$ cat config.mk
export PLATFORM = sky130hd
export DESIGN_NAME = multicycle_control
export DESIGN_NICKNAME = d
export VERILOG_FILES = /design/src/rtl/multicycle_control.sv
export SDC_FILE = /design/constraint.sdc
export NUM_CORES = 1
export LEC_CHECK = 0
export ABC_AREA = 1
export BUFFER_PORTS_ARGS = -buffer_cell sky130_fd_sc_hd__buf_2
export CORE_AREA = 2 2 50 52
export DETAILED_ROUTE_END_ITERATION = 8
export DIE_AREA = 0 0 52 54
export GPL_TIMING_DRIVEN = 0
export PLACE_DENSITY_LB_ADDON = 0.2
export SLEW_MARGIN = 15
export SYNTH_ARGS = -nofsm -noshare
export SYNTH_HDL_FRONTEND = slang
export SYNTH_SLANG_ARGS = --single-unit
$ cat constraint.sdc
create_clock -name clk -period 3.6 [get_ports clk]
set_input_delay 0.18 -clock clk [delete_from_list [all_inputs] [get_ports clk]]
set_output_delay 0.18 -clock clk [all_outputs]
set_load 0.01 [all_outputs]
$ cat src/rtl/multicycle_control.sv
// Main control FSM for the multicycle MIPS datapath: sequences fetch/decode/execute/
// memory/writeback from the opcode and bounds every memory wait with a timeout.
module multicycle_control #(
  parameter int WAIT_LIMIT = 255,
  parameter int WCNT_W     = 8
) (
  input  logic       clk,
  input  logic       reset,
  input  logic [5:0] Op,
  input  logic       mem_ready,
  output logic       PCWrite,
  output logic       PCWriteCond,
  output logic       IorD,
  output logic       MemRead,
  output logic       MemWrite,
  output logic       MemtoReg,
  output logic       IRWrite,
  output logic [1:0] PCSource,
  output logic [1:0] ALUop,
  output logic       ALUSrcA,
  output logic [1:0] ALUSrcB,
  output logic       RegWrite,
  output logic       RegDst,
  output logic [3:0] state,
  output logic       illegal_op,
  output logic       mem_timeout
);

  typedef enum logic [3:0] {
    FETCH  = 4'd0,
    DECODE = 4'd1,
    MEMADR = 4'd2,
    MEMRD  = 4'd3,
    MEMWB  = 4'd4,
    MEMWR  = 4'd5,
    EXEC   = 4'd6,
    ALUWB  = 4'd7,
    BRANCH = 4'd8,
    JUMP   = 4'd9,
    ADDIEX = 4'd10,
    ADDIWB = 4'd11
  } state_t;

  localparam logic [5:0] OP_RTYPE = 6'b000000;
  localparam logic [5:0] OP_LW    = 6'b100011;
  localparam logic [5:0] OP_SW    = 6'b101011;
  localparam logic [5:0] OP_BEQ   = 6'b000100;
  localparam logic [5:0] OP_J     = 6'b000010;
  localparam logic [5:0] OP_ADDI  = 6'b001000;

  state_t            cur, nxt;
  logic [WCNT_W-1:0] wcnt, wcnt_next;
  logic              wait_state;
  logic              at_limit;

  assign at_limit = (wcnt == WCNT_W'(WAIT_LIMIT));
  assign state    = cur;

  always_ff @(posedge clk or posedge reset) begin
    if (reset) begin
      cur  <= FETCH;
      wcnt <= '0;
    end else begin
      cur  <= nxt;
      wcnt <= wcnt_next;
    end
  end

  always_comb begin
    nxt         = cur;
    wait_state  = 1'b0;
    PCWrite     = 1'b0;
    PCWriteCond = 1'b0;
    IorD        = 1'b0;
    MemRead     = 1'b0;
    MemWrite    = 1'b0;
    MemtoReg    = 1'b0;
    IRWrite     = 1'b0;
    PCSource    = 2'b00;
    ALUop       = 2'b00;
    ALUSrcA     = 1'b0;
    ALUSrcB     = 2'b00;
    RegWrite    = 1'b0;
    RegDst      = 1'b0;
    illegal_op  = 1'b0;
    mem_timeout = 1'b0;

    case (cur)
      FETCH: begin
        MemRead    = 1'b1;
        ALUSrcB    = 2'b01;
        wait_state = 1'b1;
        if (mem_ready) begin
          IRWrite = 1'b1;
          PCWrite = 1'b1;
          nxt     = DECODE;
        end else if (at_limit) begin
          mem_timeout = 1'b1;
          nxt         = FETCH;
        end
      end
      DECODE: begin
        ALUSrcB = 2'b11;
        case (Op)
          OP_RTYPE:      nxt = EXEC;
          OP_LW, OP_SW:  nxt = MEMADR;
          OP_BEQ:        nxt = BRANCH;
          OP_J:          nxt = JUMP;
          OP_ADDI:       nxt = ADDIEX;
          default: begin
            illegal_op = 1'b1;
            nxt        = FETCH;
          end
        endcase
      end
      MEMADR: begin
        ALUSrcA = 1'b1;
        ALUSrcB = 2'b10;
        nxt     = (Op == OP_LW) ? MEMRD : MEMWR;
      end
      MEMRD: begin
        MemRead    = 1'b1;
        IorD       = 1'b1;
        wait_state = 1'b1;
        if (mem_ready) begin
          nxt = MEMWB;
        end else if (at_limit) begin
          mem_timeout = 1'b1;
          nxt         = FETCH;
        end
      end
      MEMWB: begin
        RegWrite = 1'b1;
        MemtoReg = 1'b1;
        nxt      = FETCH;
      end
      MEMWR: begin
        MemWrite   = 1'b1;
        IorD       = 1'b1;
        wait_state = 1'b1;
        if (mem_ready) begin
          nxt = FETCH;
        end else if (at_limit) begin
          mem_timeout = 1'b1;
          nxt         = FETCH;
        end
      end
      EXEC: begin
        ALUSrcA = 1'b1;
        ALUop   = 2'b10;
        nxt     = ALUWB;
      end
      ALUWB: begin
        RegWrite = 1'b1;
        RegDst   = 1'b1;
        nxt      = FETCH;
      end
      BRANCH: begin
        ALUSrcA     = 1'b1;
        ALUop       = 2'b01;
        PCWriteCond = 1'b1;
        PCSource    = 2'b01;
        nxt         = FETCH;
      end
      JUMP: begin
        PCWrite  = 1'b1;
        PCSource = 2'b10;
        nxt      = FETCH;
      end
      ADDIEX: begin
        ALUSrcA = 1'b1;
        ALUSrcB = 2'b10;
        nxt     = ADDIWB;
      end
      ADDIWB: begin
        RegWrite = 1'b1;
        nxt      = FETCH;
      end
      default: nxt = FETCH;
    endcase

    // Counter runs only while stalled in the same memory state; any exit clears it.
    wcnt_next = (wait_state && !mem_ready && !mem_timeout) ? wcnt + WCNT_W'(1) : '0;

    if (reset) begin
      PCWrite     = 1'b0;
      PCWriteCond = 1'b0;
      IorD        = 1'b0;
      MemRead     = 1'b0;
      MemWrite    = 1'b0;
      MemtoReg    = 1'b0;
      IRWrite     = 1'b0;
      PCSource    = 2'b00;
      ALUop       = 2'b00;
      ALUSrcA     = 1'b0;
      ALUSrcB     = 2'b00;
      RegWrite    = 1'b0;
      RegDst      = 1'b0;
      illegal_op  = 1'b0;
      mem_timeout = 1'b0;
    end
  end

endmodule

==> results of run 1 <==
layout make-up:
cell class                      instances  area [um2]  share of cell area (%)
Buffer                                  4        33.8                    2.82
Clock buffer                            4        36.3                    3.03
Inverter                               19        71.3                    5.96
Multi-Input combinational cell        114         568                    47.4
Sequential cell                        12         300                    25.1
Tap cell                               30        37.5                    3.13
Timing Repair Buffer                   30         150                    12.5
worst register-to-register path: cells and delay by family, from the launching register on:
kind	cells	cell delay, ns
adders and majority gates	1	0.19
and+or+nand+nor	7	0.67
DFF	1	0.37
flip-flops by register name, indices dropped and copies added (netlist names):
signal / cells
wcnt: 8
state: 4
cell usage after synthesis, drive strengths merged:
library cell,number
dfrtp,12
o31ai,1
nor2,36
ha,1
nand3b,1
nand4,5
buf,3
nand3,13
a21oi,5
nor3,5
clkinv,1
xor2,2
nand2,38
xnor2,2
o21bai,2
o21ai,3
clkbuf,1
inv,18
cells by family (layout without fill, tap and decap cells):
kind of cell,Yosys count,in the layout,share of synthesized area (%)
and+or+nand+nor,98,98,46.7
xor gates and xnor gates,4,4,3.60
DFF,12,12,30.8
buffers and inverters,23,57,10.8
adders and majority gates,1,1,1.29
AOI/OAI and AO/OA,11,11,6.81
through the flow:
stage	utilization (%)	cell area [um2]	hold WS [ns]	setup WS [ns]	total power [mW]
after global routing	51.6	1200	0.0201	1.64	0.515
after detailed placement	50.1	1160	0.299	2.09	0.375
after CTS	51.6	1200	0.00609	1.76	0.483
final	51.6	1200	-0.0135	1.78	0.477
after global placement	50.1	1160	0.296	2.04	0.372
after floorplan	-	973	0.0859	2.20	0.317
power by group through the flow:
| stage | registers [mW] | clock network [mW] | logic [mW] |
|---|---|---|---|
| floorplan | 0.166 | 0 | 0.151 |
| global placement | 0.163 | 0 | 0.209 |
| detailed placement | 0.163 | 0 | 0.212 |
| CTS | 0.161 | 0.110 | 0.213 |
| global route | 0.163 | 0.115 | 0.237 |
| finish | 0.160 | 0.106 | 0.210 |
path summary, 6_finish.rpt:
kind	from	to	slack, ns	depth (start not counted)
worst max-delay path	state[2]	illegal_op	1.78	6
worst min-delay path	reset	state[0]	-0.01	2
worst max register to register	wcnt[0]	state[0]	2.28	8
worst min register to register	wcnt[0]	wcnt[0]	0.46	1
max in group asynchronous	reset	wcnt[6]	3.21	2
min in group clk	mem_ready	state[2]	0.22	3
per-layer routing:
layer / share of wire (%) / vias to the layer above / wire, um
met4: 0 / 0 / 0
met5: 0 / - / 0
met2: 47 / 18 / 1010
li1: - / 543 / -
met3: 2.3 / 0 / 49
met1: 51 / 460 / 1100
==> flow_metrics.py, run 1 <==
metrics = {
    "outcome": {
        "outcome": "finished with violations",
        "violations": "hold timing",
    },
    "sta": {
        "finalHoldViolations": 12,
        "slew_headroom_pct": 58.3,
        "tns_ns": 0,
        "finalCritPeriodShare_pct": 50.6,
        "finalClockSkew_ns": 0.00230,
        "setup_viol": 0,
        "slew_violations": 0,
        "tightest_slew_ns": 0.624,
        "fmax_ghz": 0.549,
        "grt_setup_unrepaired": "no",
        "hold_ws_ns": -0.0135,
        "layout_min_cycle_time_ns": 1.82,
    },
    "power_and_ir_drop": {
        "p_leak_nw": 0.638,
        "pwr-share-comb_pct": 44.1,
        "p_switching_uw": 191,
        "p_sw_share_pct": 40.1,
        "power_frac_clock_pct": 22.3,
        "power_frac_seq_pct": 33.6,
        "power.density_nw_per_um2": 398,
        "ir_drop_v": 0.000226,
        "p_int_uw": 286,
    },
    "routing": {
        "drc_errors": 0,
        "vias": 1021,
        "ant_nets": 0,
        "avgRoutedWirePerCell_um": 10.1,
        "first_pass_iters": 4,
        "drt_iter0_drc": 27,
        "routed_via_density": 4.79,
        "totalWireLength_um": 2160,
    },
    "placement": {
        "dpl.hpwl_um": 1770,
        "gp_congestion": 0.824,
        "portBuffers": 30,
        "dp_cells": 209,
    },
    "die": {
        "die_w_um": 52,
        "rows": 18,
        "fp.dieH_um": 54,
        "pin_count": 31,
        "dieArea_um2": 2810,
        "core_um2": 2320,
        "initial_core_util_pct": 42.0,
    },
    "global_routing": {
        "grt_pass1_vias": 850,
        "grt_usage_pct": 16.4,
        "overflow": 0,
        "use_met1_pct": 24.1,
        "antenna_found_initial": 0,
        "met2_usage_pct": 24.9,
        "grt_max_degree": 18,
        "grt_use_met3_pct": 1.67,
        "grt-busiest-layer": "met2",
        "grt_first_pass_wirelength_um": 3550,
    },
    "clock_network": {
        "clk_pin_slew_ns": 0.08,
        "cts_root_buf": "clkbuf_4",
        "htree_levels": 1,
        "cts_tree": "yes",
        "cts_hold_buf": 0,
        "cts_sinks": 12,
        "cts_buffers": 3,
        "cts_resized": 0,
        "clk_latency_ns": 0.27,
        "clock_tree.buffer_depth": 2,
        "cts_setup_buffers": 0,
    },
    "setup_path": {
        "critical_path_buf_inv_count": 2,
        "cp_cell_sequence": "nor2_1, nand2_2, clkinv_1, nand2_1, nor3_1, buf_2",
        "worst_ep_arrival_time_ns": 1.64,
        "cp_max_fo": 7,
        "required_ns": 3.42,
        "cp_slowest_stage_delay_ns": 0.46,
        "crit_slowest_cell": "dfrtp_1",
        "crit_family": "simple AND/OR/NAND/NOR gates",
        "critPathKind": "reg -> out",
        "endpoint_kind": "output pin",
        "cp-start-kind": "flip-flop",
    },
    "synthesis": {
        "ys_seq_area_share_pct": 30.8,
        "synth.avg_cell_area_um2": 6.53,
        "synth_cells": 149,
        "synth.net_count": 159,
        "synth_cell_type_count": 24,
        "ys_ff_latch": 12,
        "ys_warn_count": 0,
        "synth.largest_area_cell": "dfrtp_1",
        "synthTopCellsByArea": "dfrtp_1 31%, nand2_1 13%, nor2_1 11%",
        "netlist.area_leader.share_pct": 30.8,
        "syn_area_um2": 973,
    },
    "layout": {
        "diodes": 0,
        "n_fill_cell": 232,
        "drive_gt1_share_pct": 26.8,
        "mostFrequentLayoutCells": "35 x nand2_1, 30 x buf_2, 29 x nor2_1",
        "fin_cells": 213,
        "final_nets": 194,
        "syn2layout_area_growth_pct": 23.0,
        "final_common_cell": "nand2_1",
    },
    "worst_hold_path": {
        "worstHoldPathType": "in -> async",
    },
    "job": {
        "drv_cap": 0,
    },
}
Note: power is estimated with default switching activity, not from simulation.
==> run 2: changes to the inputs <==
- clock period: 3.6 -> 1.55 ns (I/O delays scaled with it)
==> run 2 against run 1 <==
  * The flow finishes with violations (setup timing)
  * Utilization increased by 12 points
  * Clock-buffer cell count unchanged
  * Non-clock buffer count increased by 23
  * Setup slack got worse by 1.8 ns
  * Die area unchanged
  * First-iteration DRC count decreased by 3.7%
  * Largest cell class unchanged
==> flow_metrics.py, run 2 (synthesis gave the netlist of run 1 again) <==
metrics = {
    "clock_network": {
        "htree_levels": 1,
        "clk_pin_slew_ns": 0.09,
        "cts_root_buf": "clkbuf_4",
        "clock_tree.buffer_depth": 2,
        "cts_buffers": 3,
        "cts_sinks": 12,
        "cts_tree": "yes",
        "clk_latency_ns": 0.27,
    },
    "power_and_ir_drop": {
        "p_switching_uw": 571,
        "power.total_mw": 1.41,
        "p_sw_share_pct": 40.4,
        "p_leak_nw": 0.778,
        "p_int_uw": 843,
        "ir_drop_v": 0.000573,
        "power_frac_clock_pct": 18.0,
        "pwr-share-comb_pct": 55.2,
        "power_frac_seq_pct": 26.8,
        "power.density_nw_per_um2": 964,
    },
    "layout": {
        "drive_gt1_share_pct": 45.1,
        "final_common_cell": "buf_2",
        "top_register": "wcnt",
        "final_nets": 217,
        "diodes": 0,
        "mostFrequentLayoutCells": "31 x buf_2, 28 x nand2_1, 25 x nor2_1",
        "final_util_pct": 63.2,
        "largest_register_ffs": 8,
        "syn2layout_area_growth_pct": 50.6,
    },
    "sta": {
        "finalCritPeriodShare_pct": 102,
        "setup_viol": 2,
        "grt_setup_unrepaired": "yes",
        "tns_ns": -0.0492,
        "slew_headroom_pct": 61.9,
        "finalClockSkew_ns": 0.00702,
        "hold_ws_ns": 0.124,
        "final.setup.worst_slack_ns": -0.0356,
        "tightest_slew_ns": 0.570,
        "layout_min_cycle_time_ns": 1.59,
        "slew_violations": 0,
        "finalHoldViolations": 0,
        "fmax_ghz": 0.631,
    },
    "global_routing": {
        "grt_pass1_vias": 994,
        "antenna_found_initial": 0,
        "grt_usage_pct": 19.5,
        "overflow": 0,
        "grt_first_pass_wirelength_um": 4160,
        "grt_max_degree": 13,
    },
    "placement": {
        "portBuffers": 30,
        "dpl.hpwl_um": 1770,
        "gp_congestion": 0.824,
        "pre_cts_slack_ns": 0.143,
    },
    "routing": {
        "routed_via_density": 5.01,
        "drt_iter0_drc": 26,
        "vias": 1183,
        "first_pass_iters": 4,
        "totalWireLength_um": 2980,
        "ant_nets": 0,
        "drc_errors": 0,
        "avgRoutedWirePerCell_um": 12.6,
    },
    "setup_path": {
        "endpoint_kind": "output pin",
        "crit_end": "PCSource[1]",
        "worst_ep_arrival_time_ns": 1.51,
        "critPathKind": "reg -> out",
        "ff2ff_setup_slack_ns": 0.12,
        "cp_max_fo": 6,
        "reg2regPathDepth": 9,
        "critPathLaunch": "state[0]",
        "cp-start-kind": "flip-flop",
        "required_ns": 1.47,
        "timing.rr.end": "state[0]",
        "reg2reg_from": "state[2]",
    },
    "die": {
        "core_um2": 2320,
        "dieArea_um2": 2810,
        "rows": 18,
        "pin_count": 31,
        "die_w_um": 52,
        "initial_core_util_pct": 42.0,
        "fp.dieH_um": 54,
    },
    "worst_hold_path": {
        "worstHoldPathType": "in -> reg",
    },
    "outcome": {
        "violations": "setup timing",
        "outcome": "finished with violations",
    },
    "job": {
        "drv_cap": 0,
    },
}
run 2: cell types whose count changed in the layout (fill, tap and decap cells not counted), sizes merged:
cell,delta
buf,+22
clkinv,-1
dlygate4sd3,+1
inv,+1
run 2: layout make-up:
type	instances	area (um2)
buffer	4	33.8
clock buffer	4	36.3
fill	196	853
inverter	19	76.3
multi-input combinational	114	657
sequential	12	303
tap	30	37.5
timing repair buffer	53	323
run 2: timing repair:
item | CTS | global route
hold buffers | 1 | 0
pin swaps | 7 | 9
cloned | 1 | 0
hold endpoints to repair | 12 | 0
setup buffers | 11 | 10
setup endpoints to repair | 5 | 7
gates resized for setup | 17 | 16
run 2: per-layer routing:
layer	up-vias	track usage [%]	wire, um
met2	34	32.3	1520
li1	590	-	-
met1	553	25.9	1340
met4	0	8.77	43
met5	-	0	0
met3	6	1.67	73
run 2: through the flow:
step           instance area (um2)  instances
6_report                      1470        236
5_1_grt                       1470        236
4_1_cts                       1330        226
3_5_place_dp                  1160        209
3_3_place_gp                  1160        209
2_1_floorplan                  973        149
run 2: power groups by stage:
stage	clock network, mW	registers (mW)	logic [mW]
6_report	0.254	0.379	0.781
5_1_grt	0.270	0.384	0.847
4_1_cts	0.255	0.376	0.640
3_5_place_dp	0	0.379	0.492
3_3_place_gp	0	0.379	0.485
2_1_floorplan	0	0.385	0.351
run 2: how the worst min path moves through the flow:
stage                     startpoint        to  slack [ns]  depth (start not counted)
after floorplan                reset  state[0]       -0.02                          1
after global placement         reset  state[0]        0.19                          2
after detailed placement       reset  state[0]        0.20                          2
after CTS                  mem_ready  state[2]        0.11                          3
after global routing       mem_ready  state[2]        0.15                          3
final                      mem_ready  state[2]        0.12                          3
run 2: critical path, cell delays in order, from the launching register on:
cell and delay (ns):
dfrtp_1 0.37, buf_6 0.15, inv_4 0.06, nor2_4 0.13
buf_4 0.13, nand2_1 0.06, nor2_1 0.16, buf_2 0.18
